### config.mk
export PLATFORM = sky130hd
export DESIGN_NAME = i2c_bit_sequencer
export DESIGN_NICKNAME = d
export VERILOG_FILES = /design/src/rtl/i2c_bit_sequencer.sv
export SDC_FILE = /design/constraint.sdc
export NUM_CORES = 1
export LEC_CHECK = 0
export ABC_CLOCK_PERIOD_IN_PS = 2050
export BUFFER_PORTS_ARGS = -buffer_cell sky130_fd_sc_hd__buf_2
export CORE_MARGIN = 2
export CORE_UTILIZATION = 28
export CTS_CLUSTER_DIAMETER = 60
export DETAILED_ROUTE_END_ITERATION = 6
export PLACE_DENSITY = 0.47
export SYNTH_ARGS = -nofsm -noshare
export SYNTH_HDL_FRONTEND = slang
export SYNTH_SLANG_ARGS = --single-unit
### constraint.sdc
create_clock -name clk_i -period 2.05 [get_ports clk_i]
set_clock_uncertainty 0.05 [all_clocks]
set_input_delay 0.41 -clock clk_i [delete_from_list [all_inputs] [get_ports clk_i]]
set_output_delay 0.41 -clock clk_i [all_outputs]
set_load 0.05 [all_outputs]
### src/rtl/i2c_bit_sequencer.sv
// i2c_bit_sequencer: I2C bit-level sequencer (START/STOP/WRITE/READ) with prescaled quarter phases.
// Ports:
//   clk_i, rst_n             clock, asynchronous active-low reset
//   clk_div                  quarter-phase length minus one, latched on command accept
//   cmd_valid/cmd_ready      command handshake; cmd (00 START, 01 STOP, 10 WRITE, 11 READ), cmd_bit
//   done, arb_lost           single-cycle completion / arbitration-loss pulses
//   rd_bit                   bit captured by the last READ
//   busy                     bus ownership between a completed START and STOP
//   scl_o, sda_o             open-drain drives (1 = release)
//   scl_i, sda_i             line readback for clock stretching, read data and arbitration
module i2c_bit_sequencer #(
    parameter int DIV_W = 8
) (
    input  logic             clk_i,
    input  logic             rst_n,
    input  logic [DIV_W-1:0] clk_div,
    input  logic             cmd_valid,
    output logic             cmd_ready,
    input  logic [1:0]       cmd,
    input  logic             cmd_bit,
    output logic             done,
    output logic             rd_bit,
    output logic             arb_lost,
    output logic             busy,
    output logic             scl_o,
    output logic             sda_o,
    input  logic             scl_i,
    input  logic             sda_i
);
    localparam logic [1:0] START = 2'b00;
    localparam logic [1:0] STOP  = 2'b01;
    localparam logic [1:0] WRITE = 2'b10;
    localparam logic [1:0] READ  = 2'b11;

    typedef enum logic [2:0] {IDLE, PA, PB, PC, PD} state_t;

    state_t           state, state_nxt;
    logic [DIV_W-1:0] cnt, div_q;
    logic [1:0]       cmd_q, cur_cmd;
    logic             bit_q, cur_bit;
    logic             accept, frozen, tick, arb_hit, done_nxt;
    logic             scl_nxt, sda_nxt, busy_nxt, rd_nxt;

    assign cmd_ready = (state == IDLE);
    assign accept    = cmd_valid && cmd_ready;
    // A slave holding SCL low in PB stretches the high phase by freezing the prescaler.
    assign frozen    = (state == PB) && !scl_i;
    assign tick      = (state != IDLE) && !frozen && (cnt == div_q);
    // Only levels we released can be lost: START's SDA high and a WRITE of 1.
    assign arb_hit   = (state == PB) && tick && !sda_i &&
                       ((cmd_q == START) || ((cmd_q == WRITE) && bit_q));
    assign done_nxt  = (state == PD) && tick;
    // On the accept cycle the latched command is not yet valid, so use the live inputs.
    assign cur_cmd   = accept ? cmd : cmd_q;
    assign cur_bit   = accept ? cmd_bit : bit_q;

    always_ff @(posedge clk_i or negedge rst_n) begin
        if (!rst_n) begin
            state    <= IDLE;
            cnt      <= '0;
            div_q    <= '0;
            cmd_q    <= START;
            bit_q    <= 1'b0;
            scl_o    <= 1'b1;
            sda_o    <= 1'b1;
            done     <= 1'b0;
            arb_lost <= 1'b0;
            busy     <= 1'b0;
            rd_bit   <= 1'b0;
        end else begin
            state    <= state_nxt;
            cnt      <= (state == IDLE || tick) ? '0 : frozen ? cnt : cnt + 1'b1;
            div_q    <= accept ? clk_div : div_q;
            cmd_q    <= accept ? cmd : cmd_q;
            bit_q    <= accept ? cmd_bit : bit_q;
            scl_o    <= scl_nxt;
            sda_o    <= sda_nxt;
            done     <= done_nxt;
            arb_lost <= arb_hit;
            busy     <= busy_nxt;
            rd_bit   <= rd_nxt;
        end
    end

    always_comb begin
        state_nxt = state;
        case (state)
            IDLE:    state_nxt = accept ? PA : IDLE;
            PA:      state_nxt = tick ? PB : PA;
            PB:      state_nxt = arb_hit ? IDLE : tick ? PC : PB;
            PC:      state_nxt = tick ? PD : PC;
            PD:      state_nxt = tick ? IDLE : PD;
            default: state_nxt = IDLE;
        endcase
    end

    // Line levels are loaded on phase entry and otherwise held, so IDLE keeps the last levels.
    always_comb begin
        scl_nxt  = scl_o;
        sda_nxt  = sda_o;
        if (arb_hit) begin
            scl_nxt = 1'b1;
            sda_nxt = 1'b1;
        end else if (state_nxt != state) begin
            case (state_nxt)
                PA: begin
                    scl_nxt = (cur_cmd == START) ? scl_o : 1'b0;
                    sda_nxt = (cur_cmd == STOP) ? 1'b0 : (cur_cmd == WRITE) ? cur_bit : 1'b1;
                end
                PB: begin
                    scl_nxt = 1'b1;
                    sda_nxt = (cur_cmd == STOP) ? 1'b0 : (cur_cmd == WRITE) ? cur_bit : 1'b1;
                end
                PC: begin
                    scl_nxt = 1'b1;
                    sda_nxt = (cur_cmd == START) ? 1'b0 : (cur_cmd == WRITE) ? cur_bit : 1'b1;
                end
                PD: begin
                    scl_nxt = (cur_cmd == STOP);
                    sda_nxt = (cur_cmd == START) ? 1'b0 : (cur_cmd == WRITE) ? cur_bit : 1'b1;
                end
                default: begin
                    scl_nxt = scl_o;
                    sda_nxt = sda_o;
                end
            endcase
        end
        busy_nxt = arb_hit ? 1'b0 :
                   (done_nxt && cmd_q == START) ? 1'b1 :
                   (done_nxt && cmd_q == STOP) ? 1'b0 : busy;
        rd_nxt   = (state == PB && tick && cmd_q == READ) ? sda_i : rd_bit;
    end
endmodule

==> impl_metrics.yaml, run 1 <==
finish:
  nFillCells: 519
  seq_area_sq_um: 704
  antenna_cells: 0
  syn2layout_area_growth_pct: 26.8
  fin_util: 0.365
  multi_input_area_sq_um: 728
  final_common_cell: "dfrtp_1"
  fin_cells: 247
  drive_gt1_frac: 0.373
  final_cell_mix: "25 x dfrtp_1, 22 x buf_2, 18 x buf_4, 12 x nor2_1, 11 x xor2_1"
  nets: 195
critical_path:
  cp.required_ns: 2.22
  slowest_stage: "dfrtp_1"
  critPathKind: "reg -> reg"
  path_max_fanout: 3
  cp_top_family: "compound AO/OA/AOI/OAI gates"
  critPathBufInv: 1
  crit_chain: "xor2_2 > nor4_4 > buf_4 > nand4_1 > a221oi_2 > a221o_1 > o311a_1"
  crit_path_end_kind: "flip-flop"
  critPathArrivalTime_ns: 2.17
  start_kind: "flip-flop"
  cpPeakStageDelay_ns: 0.44
drt:
  drt-wirelength-per-cell_um: 13.0
  vias_per_cell: 4.63
  dr.pass1.iters: 6
  via_count: 1144
  wl_um: 3220
  ant_nets: 0
  drt_iter0_markers: 60
  drc: 0
floorplanning:
  fp.dieArea_sq_um: 5780
  rows: 26
  start_util: 0.288
  die_height_um: 76.0
  die_w_um: 76.0
  io_pins: 23
  design.core.area_sq_um: 5040
global_routing:
  grt_pass1_vias: 1186
  grt_max_degree: 29
  grt_pass1_wl_um: 5560
  busiest_layer: "met2"
  grt_util_met2: 0.195
  use_met3: 0.0201
  grt_usage: 0.118
  met1_usage: 0.162
  gr-total-overflow: 0
  antenna_found_initial: 0
placed_design:
  routabilityCongestion: 0.810
  dp_cells: 241
  port_buffers: 22
  dp_hpwl_um: 2500
yosys:
  synth_area_leader_cell: "dfrtp_1"
  synth_seq_cells: 28
  synth.top_cell.area_share: 0.448
  avgSynthCellArea_sq_um: 10.3
  yosysUniqueCellTypes: 40
  synthCells: 141
  yosysSeqAreaShare: 0.484
  ys_warn_count: 0
  yosys-top-cells-area: "dfrtp_1 45%, xor2_1 7.2%, mux2_2 6.2%, dfstp_2 3.6%, mux2i_1 3.4%"
  syn-num-nets: 158
  syn-cell-area_sq_um: 1450
clock_tree:
  holdBufCountCts: 0
  clkSlewWorstSetupHoldPaths_ns: 0.10
  clk_latency_ns: 0.27
  htree_levels: 1
  cts_tree: "done"
  clkSinkCount: 28
  numCtsBuffers: 3
  clockRootBuffer: "clkbuf_8"
  cts_buffer_depth: 2
sta:
  drv_slew: 0
  fmax_ghz: 0.499
  hold_viol: 0
  period_needed_ns: 2.00
  tightest_slew_ns: 0.636
  finalCritPeriodShare: 0.977
  setup_tns_ns: 0
  relSlewSlack: 0.576
  rsz0062_at_grt: "yes"
  final-setup-viol-count: 0
outcome:
  status: "completed"
power_and_ir_drop:
  sequentialPowerShare: 0.413
  powerDensity_nw_per_um2: 1290
  power_frac_comb: 0.457
  p_int_w: 0.00142
  ir_drop_mv: 0.625
  pwr-share-clk: 0.130
  leakagePower_nw: 0.835
  swShare: 0.399
  net-switching-power_w: 0.000946
worst_hold_path:
  hp-class: "in -> async"
job:
  maxCapViolCount: 0
-- final cells by class --
type | count | share of cell area
multi-input combinational | 97 | 0.396
sequential | 28 | 0.383
timing repair buffer | 40 | 0.133
tap | 70 | 0.0476
clock buffer | 4 | 0.0245
inverter | 8 | 0.0163
-- per-stage QoR --
step / instance area, sq um / worst slack [ns] / total power [W] / hold slack (ns)
after global routing: 1840 / -0.0578 / 0.00258 / 0.144
final: 1840 / 0.0475 / 0.00237 / 0.0954
after global placement: 1730 / 0.0421 / 0.00197 / 0.409
after CTS: 1780 / 0.0118 / 0.00231 / 0.129
after floorplan: 1460 / 0.111 / 0.00166 / 0.0644
after detailed placement: 1730 / -0.00544 / 0.00199 / 0.431
-- cell families after synthesis --
| kind of cell | after synthesis | synth area share |
|---|---|---|
| and+or+nand+nor | 47 | 0.172 |
| xor gates and xnor gates | 12 | 0.0724 |
| DFF | 28 | 0.484 |
| AOI/OAI and AO/OA | 23 | 0.107 |
| buffers and inverters | 16 | 0.0509 |
| muxes | 14 | 0.104 |
| adders and majority gates | 1 | 0.00862 |
-- metal layers --
layer | routed length (um) | vias to the layer above
li1 | - | 570
met1 | 1490 | 556
met2 | 1620 | 16
met3 | 93 | 2
met4 | 13 | 0
met5 | 0 | -
-- power groups by stage --
stage	registers (W)	logic (W)	clock network, W
4_1_cts	0.000970	0.00102	0.000319
3_5_place_dp	0.000981	0.00101	0
3_3_place_gp	0.000975	0.000994	0
6_report	0.000980	0.00108	0.000309
5_1_grt	0.00102	0.00121	0.000351
2_1_floorplan	0.00101	0.000653	0
-- final timing paths --
kind	startpoint	slack [ns]	end	depth (start not counted)
min reg2reg	bit_q	0.48	bit_q	2
min	rst_n	0.1	div_q[7]	1
max	cnt[0]	0.05	scl_o	7
max in group asynchronous	rst_n	1.41	state[0]	1
min in group clk_i	clk_div[3]	0.31	div_q[3]	2
max reg2reg	cnt[0]	0.05	scl_o	7
-- synth_stat cells --
cell and n:
mux2_2 8, nor2_1 12, inv_1 7, nand2_1 8
inv_2 1, or3_1 4, nand4_1 4, nand3b_1 1
o21ai_1 4, or3b_1 1, or4_1 1, mux2i_1 5
and3_1 2, ha_1 1, o221ai_1 1, a41oi_1 1
a21oi_1 6, o21ai_0 2, a31oi_1 1, o311a_1 1
a221o_1 1, o22ai_1 2, buf_2 5, nor3_1 3
xor2_1 12, o31ai_1 1, nand2b_1 1, nor4_1 2
or2_1 1, nor2_4 1, clkbuf_1 2, o2111ai_1 1
mux2_1 1, dfstp_2 2, a221oi_2 1, buf_6 1
nor4_2 1, dfrtp_1 26, a211oi_1 1, nand3_1 5
-- flip-flops by register name, indices dropped and copies added (netlist names) --
name	count
arb_lost	1
busy	1
sda_o	1
done	1
cnt	8
rd_bit	1
state	3
scl_o	1
bit_q	1
div_q	8
cmd_q	2
-- what timing repair did --
| action | in CTS | in global routing |
|---|---|---|
| hold endpoints to repair | 0 | 0 |
| buffers inserted | 0 | 2 |
| resized for setup | 1 | 9 |
| pin swaps | 0 | 4 |
| setup endpoints to repair | 1 | 5 |
No activity file was read; power rests on OpenSTA's default activity.
==> run 2: changes to the inputs <==
--- a/config.mk
+++ b/config.mk
@@ -12,6 +12,7 @@
 export CTS_CLUSTER_DIAMETER = 60
 export DETAILED_ROUTE_END_ITERATION = 6
 export PLACE_DENSITY = 0.47
+export REMOVE_ABC_BUFFERS = 1
 export SYNTH_ARGS = -nofsm -noshare
 export SYNTH_HDL_FRONTEND = slang
 export SYNTH_SLANG_ARGS = --single-unit
==> run 2 against run 1 <==
Critical path depth rose by 2. First-iteration DRC count increased by 45%. Global-route usage decreased by 0.39 points. Hold slack got worse by 0.0027 ns. Routed wire length grew 2.0%. Maximum frequency grew 3.1%. Flip-flop and latch count unchanged. Power grew 5.0%. Register-to-register slack better by 0.06 ns. Core utilization is 0.15 points higher. Critical path type unchanged. Non-clock buffer count fell by 1. Combinational power hardly changed.
==> impl_metrics.yaml, run 2 (synthesis results as in run 1) <==
sta:
  finalCritPeriodShare: 0.948
  tightest_slew_ns: 0.642
  setup_tns_ns: 0
  hold_viol: 0
  drv_slew: 0
  fmax_ghz: 0.515
  period_needed_ns: 1.94
  fin_hold_ws_ns: 0.0926
  relSlewSlack: 0.572
  rsz0062_at_grt: "yes"
  final-setup-viol-count: 0
outcome:
  status: "completed"
finish:
  syn2layout_area_growth_pct: 27.3
  fin_cells: 246
  multi_input_area_sq_um: 713
  final_common_cell: "dfrtp_1"
  nFillCells: 507
  seq_area_sq_um: 704
  antenna_cells: 0
  reg.largest.list: "cnt (8), div_q (8), state (3)"
  drive_gt1_frac: 0.369
  final_cell_mix: "25 x dfrtp_1, 22 x buf_2, 16 x buf_4, 12 x xor2_1, 12 x nor2_1"
  nets: 194
power_and_ir_drop:
  powerDensity_nw_per_um2: 1350
  ir_drop_mv: 0.398
  leakagePower_nw: 0.838
floorplanning:
  rows: 26
  die_w_um: 76.0
  design.core.area_sq_um: 5040
  die_height_um: 76.0
  fp.dieArea_sq_um: 5780
  io_pins: 23
  start_util: 0.288
placed_design:
  port_buffers: 22
  dp_cells: 240
  dp_hpwl_um: 2440
  routabilityCongestion: 0.888
drt:
  drt-wirelength-per-cell_um: 13.3
  ant_nets: 0
  wl_um: 3280
  drc: 0
  drt_iter0_markers: 87
  vias_per_cell: 4.63
  via_count: 1140
  dr.pass1.iters: 4
clock_tree:
  clkSinkCount: 28
  cts_tree: "done"
  htree_levels: 1
  clockRootBuffer: "clkbuf_8"
  clkSlewWorstSetupHoldPaths_ns: 0.10
  numCtsBuffers: 3
  cts_buffer_depth: 2
  clk_latency_ns: 0.27
global_routing:
  grt_max_degree: 29
  grt_usage: 0.115
  grt_pass1_vias: 1101
  gr-total-overflow: 0
  antenna_found_initial: 0
  grt_pass1_wl_um: 5420
critical_path:
  crit_chain: "xor2_1 > nor4_2 > buf_4 > buf_6 > nand4_1 > a221oi_2 > buf_4 > nand3_1 > o311a_1"
  r2r-end: "scl_o"
  rr_startpoint: "cnt[0]"
  cpPeakStageDelay_ns: 0.40
  critPathBufInv: 3
  reg2reg_setup_slack_ns: 0.11
  critPathKind: "reg -> reg"
  critPathArrivalTime_ns: 2.10
  slowest_stage: "dfrtp_1"
  crit_path_end_kind: "flip-flop"
  cp_common_cell: "buf_4"
  rr_worst_depth: 9
  path_max_fanout: 3
  start_kind: "flip-flop"
  cp.required_ns: 2.21
  cp_top_family: "compound AO/OA/AOI/OAI gates"
job:
  maxCapViolCount: 0
worst_hold_path:
  hp-class: "in -> async"
-- run 2: worst max path at each step --
stage / start / endpoint / slack, ns / cells after the start
after detailed placement: scl_i / busy / -0.17 / 7
final: cnt[0] / scl_o / 0.11 / 9
after CTS: cnt[0] / rd_bit / 0.02 / 7
after global placement: scl_i / busy / -0.16 / 7
after global routing: cnt[0] / scl_o / -0.02 / 8
after floorplan: state[2] / cnt[0] / -0.27 / 4
-- run 2: what timing repair did --
action | CTS | global route
setup endpoints to repair | 4 | 9
resized for setup | 1 | 9
pin swaps | 1 | 4
cloned | 0 | 0
setup buffers | 1 | 1
hold buffers | 0 | 0
-- run 2: stage by stage --
stage | total power [W] | setup slack [ns] | util | instance area (sq um)
after floorplan | 0.00163 | -0.272 | - | 1410
after global placement | 0.00197 | -0.162 | 0.341 | 1720
after detailed placement | 0.00199 | -0.170 | 0.341 | 1720
after CTS | 0.00245 | 0.0211 | 0.358 | 1800
after global routing | 0.00268 | -0.0208 | 0.367 | 1850
final | 0.00249 | 0.107 | 0.367 | 1850
-- run 2: report_power, final --
part           internal (W)  total (W)  switching (W)
Clock              0.000261   0.000437       0.000176
Combinational      0.000504    0.00109       0.000583
Sequential         0.000778   0.000965       0.000187
-- run 2: metal layers --
metal	routed length (um)	part of all wire	track usage	vias to the layer above
met5	0	0	0	-
met4	0	0	0.0436	0
met3	134	0.041	0.0107	0
met2	1510	0.46	0.176	25
met1	1640	0.50	0.168	539
li1	-	-	-	576
-- run 2: worst register-to-register path: stages, from the launching register on --
cell	delay, ns
dfrtp_1	0.40
xor2_1	0.17
nor4_2	0.24
buf_4	0.17
buf_6	0.09
nand4_1	0.10
a221oi_2	0.31
buf_4	0.16
nand3_1	0.06
o311a_1	0.12
-- run 2: final cells by class --
cell class,instances,area share
multi-input combinational,97,0.386
sequential,28,0.381
timing repair buffer,39,0.131
tap,70,0.0474
clock buffer,3,0.0223
clock inverter,1,0.0162
inverter,8,0.0162
==> run 3: changes to the inputs <==
--- a/config.mk
+++ b/config.mk
@@ -11,6 +11,7 @@
 export CORE_UTILIZATION = 28
 export CTS_CLUSTER_DIAMETER = 60
 export DETAILED_ROUTE_END_ITERATION = 6
+export MAX_ROUTING_LAYER = met4
 export PLACE_DENSITY = 0.47
 export REMOVE_ABC_BUFFERS = 1
 export SYNTH_ARGS = -nofsm -noshare
==> run 3 against run 2 <==
Non-clock buffer count grew 1. Sequential share of layout area did not move. Die area unchanged. Cell count is 0.41% higher. Setup slack got worse by 0.027 ns. Sequential power grew 1%. Critical path depth shrank 2. Core utilization unchanged. Via count rose by 3.9%. Clock-buffer cell count is 1 higher. Largest cell class unchanged.
==> impl_metrics.yaml, run 3 (synthesis results as in run 1) <==
finish:
  reg.largest.list: "cnt (8), div_q (8), state (3)"
  drive_gt1_frac: 0.373
  final_common_cell: "dfrtp_1"
  syn2layout_area_growth_pct: 27.3
  design_area_sq_um: 1850
  final_cell_mix: "25 x dfrtp_1, 22 x buf_2, 18 x buf_4, 12 x nor2_1, 11 x xor2_1"
  antenna_cells: 0
  nets: 195
clock_tree:
  clockRootBuffer: "clkbuf_8"
  numCtsBuffers: 3
  cts_tree: "done"
  clk_latency_ns: 0.27
  htree_levels: 1
  cts_buffer_depth: 2
  clkSlewWorstSetupHoldPaths_ns: 0.10
  clkSinkCount: 28
  holdBufCountCts: 0
drt:
  drc: 0
  ant_nets: 0
  via_count: 1184
  vias_per_cell: 4.79
  drt-wirelength-per-cell_um: 13.4
  drt_iter0_markers: 74
  wl_um: 3320
  dr.pass1.iters: 4
floorplanning:
  start_util: 0.288
  fp.dieArea_sq_um: 5780
  design.core.area_sq_um: 5040
  rows: 26
  io_pins: 23
  die_w_um: 76.0
  die_height_um: 76.0
critical_path:
  path_max_fanout: 3
  start_kind: "flip-flop"
  cp.required_ns: 2.22
  critPathKind: "reg -> reg"
  crit_path_end_kind: "flip-flop"
  critPathArrivalTime_ns: 2.15
placed_design:
  port_buffers: 22
  dpl_cell_area_sq_um: 1730
  dp_hpwl_um: 2500
  routabilityCongestion: 0.904
  pre_cts_slack_ns: -0.0365
sta:
  finalCritPeriodShare: 0.961
  relSlewSlack: 0.582
  drv_slew: 0
  final-setup-viol-count: 0
  rsz0062_at_grt: "yes"
  hold_viol: 0
  period_needed_ns: 1.97
  tightest_slew_ns: 0.627
  fin_ws_ns: 0.0799
  fmax_ghz: 0.508
global_routing:
  antenna_found_initial: 0
  grt_pass1_vias: 1208
  grt_usage: 0.126
  grt_pass1_wl_um: 5820
  grt_max_degree: 29
  gr-total-overflow: 0
outcome:
  status: "completed"
job:
  maxCapViolCount: 0
power_and_ir_drop:
  leakagePower_nw: 0.837
  ir_drop_mv: 0.336
  powerDensity_nw_per_um2: 1320
worst_hold_path:
  hp-class: "in -> async"
-- run 3: worst paths after layout --
path / from / endpoint / slack [ns] / cells past startpoint
hold / removal: rst_n / state[2] / 0.09 / 1
setup reg to reg: cnt[0] / scl_o / 0.08 / 7
setup / recovery: cnt[0] / scl_o / 0.08 / 7
max in group asynchronous: rst_n / state[0] / 1.42 / 1
min in group clk_i: clk_div[7] / div_q[7] / 0.31 / 2
hold reg to reg: rd_bit / rd_bit / 0.47 / 1
-- run 3: repair_timing --
action,CTS,global route
pin swaps,0,6
resized for setup,1,9
endpoints found under the setup margin,1,11
buffers inserted,0,2
-- run 3: final cells by class --
cell class,count,area (sq um)
Fill cell,502,3190
Tap cell,70,87.6
Sequential cell,28,704
Clock buffer,4,55.1
Inverter,8,30.0
Multi-Input combinational cell,97,726
Timing Repair Buffer,40,245
-- run 3: critical path, stage by stage, from the launching register on --
cell and delay [ns]:
dfrtp_1 0.43, xor2_2 0.20, nor4_4 0.34, buf_4 0.17
nand4_1 0.09, a221oi_2 0.30, a221o_1 0.19, o311a_1 0.16
-- run 3: power by group --
group | leakage (nW) | internal [W] | total (W) | switching, W
sequential | 0.343 | 0.000778 | 0.000975 | 0.000196
combinational | 0.465 | 0.000513 | 0.00112 | 0.000603
clock | 0.0288 | 0.000172 | 0.000348 | 0.000176
-- run 3: routing by layer --
metal / vias to the layer above / GRT usage / wire length (um)
li1: 572 / - / -
met3: 4 / 0.0107 / 111
met4: 0 / 0.0582 / 56
met5: - / - / 0
met2: 29 / 0.196 / 1560
met1: 579 / 0.168 / 1590
-- run 3: through the flow --
| step | instances | total power, W | setup TNS [ns] | util | hold WS (ns) |
|---|---|---|---|---|---|
| 2_1_floorplan | 133 | 0.00163 | -1.49 | - | 0.0644 |
| 3_3_place_gp | 241 | 0.00198 | -0.0407 | 0.342 | 0.416 |
| 3_5_place_dp | 241 | 0.00200 | -0.0365 | 0.342 | 0.431 |
| 4_1_cts | 245 | 0.00236 | 0 | 0.354 | 0.118 |
| 5_1_grt | 247 | 0.00265 | -0.140 | 0.367 | 0.132 |
| 6_report | 247 | 0.00244 | 0 | 0.367 | 0.0920 |
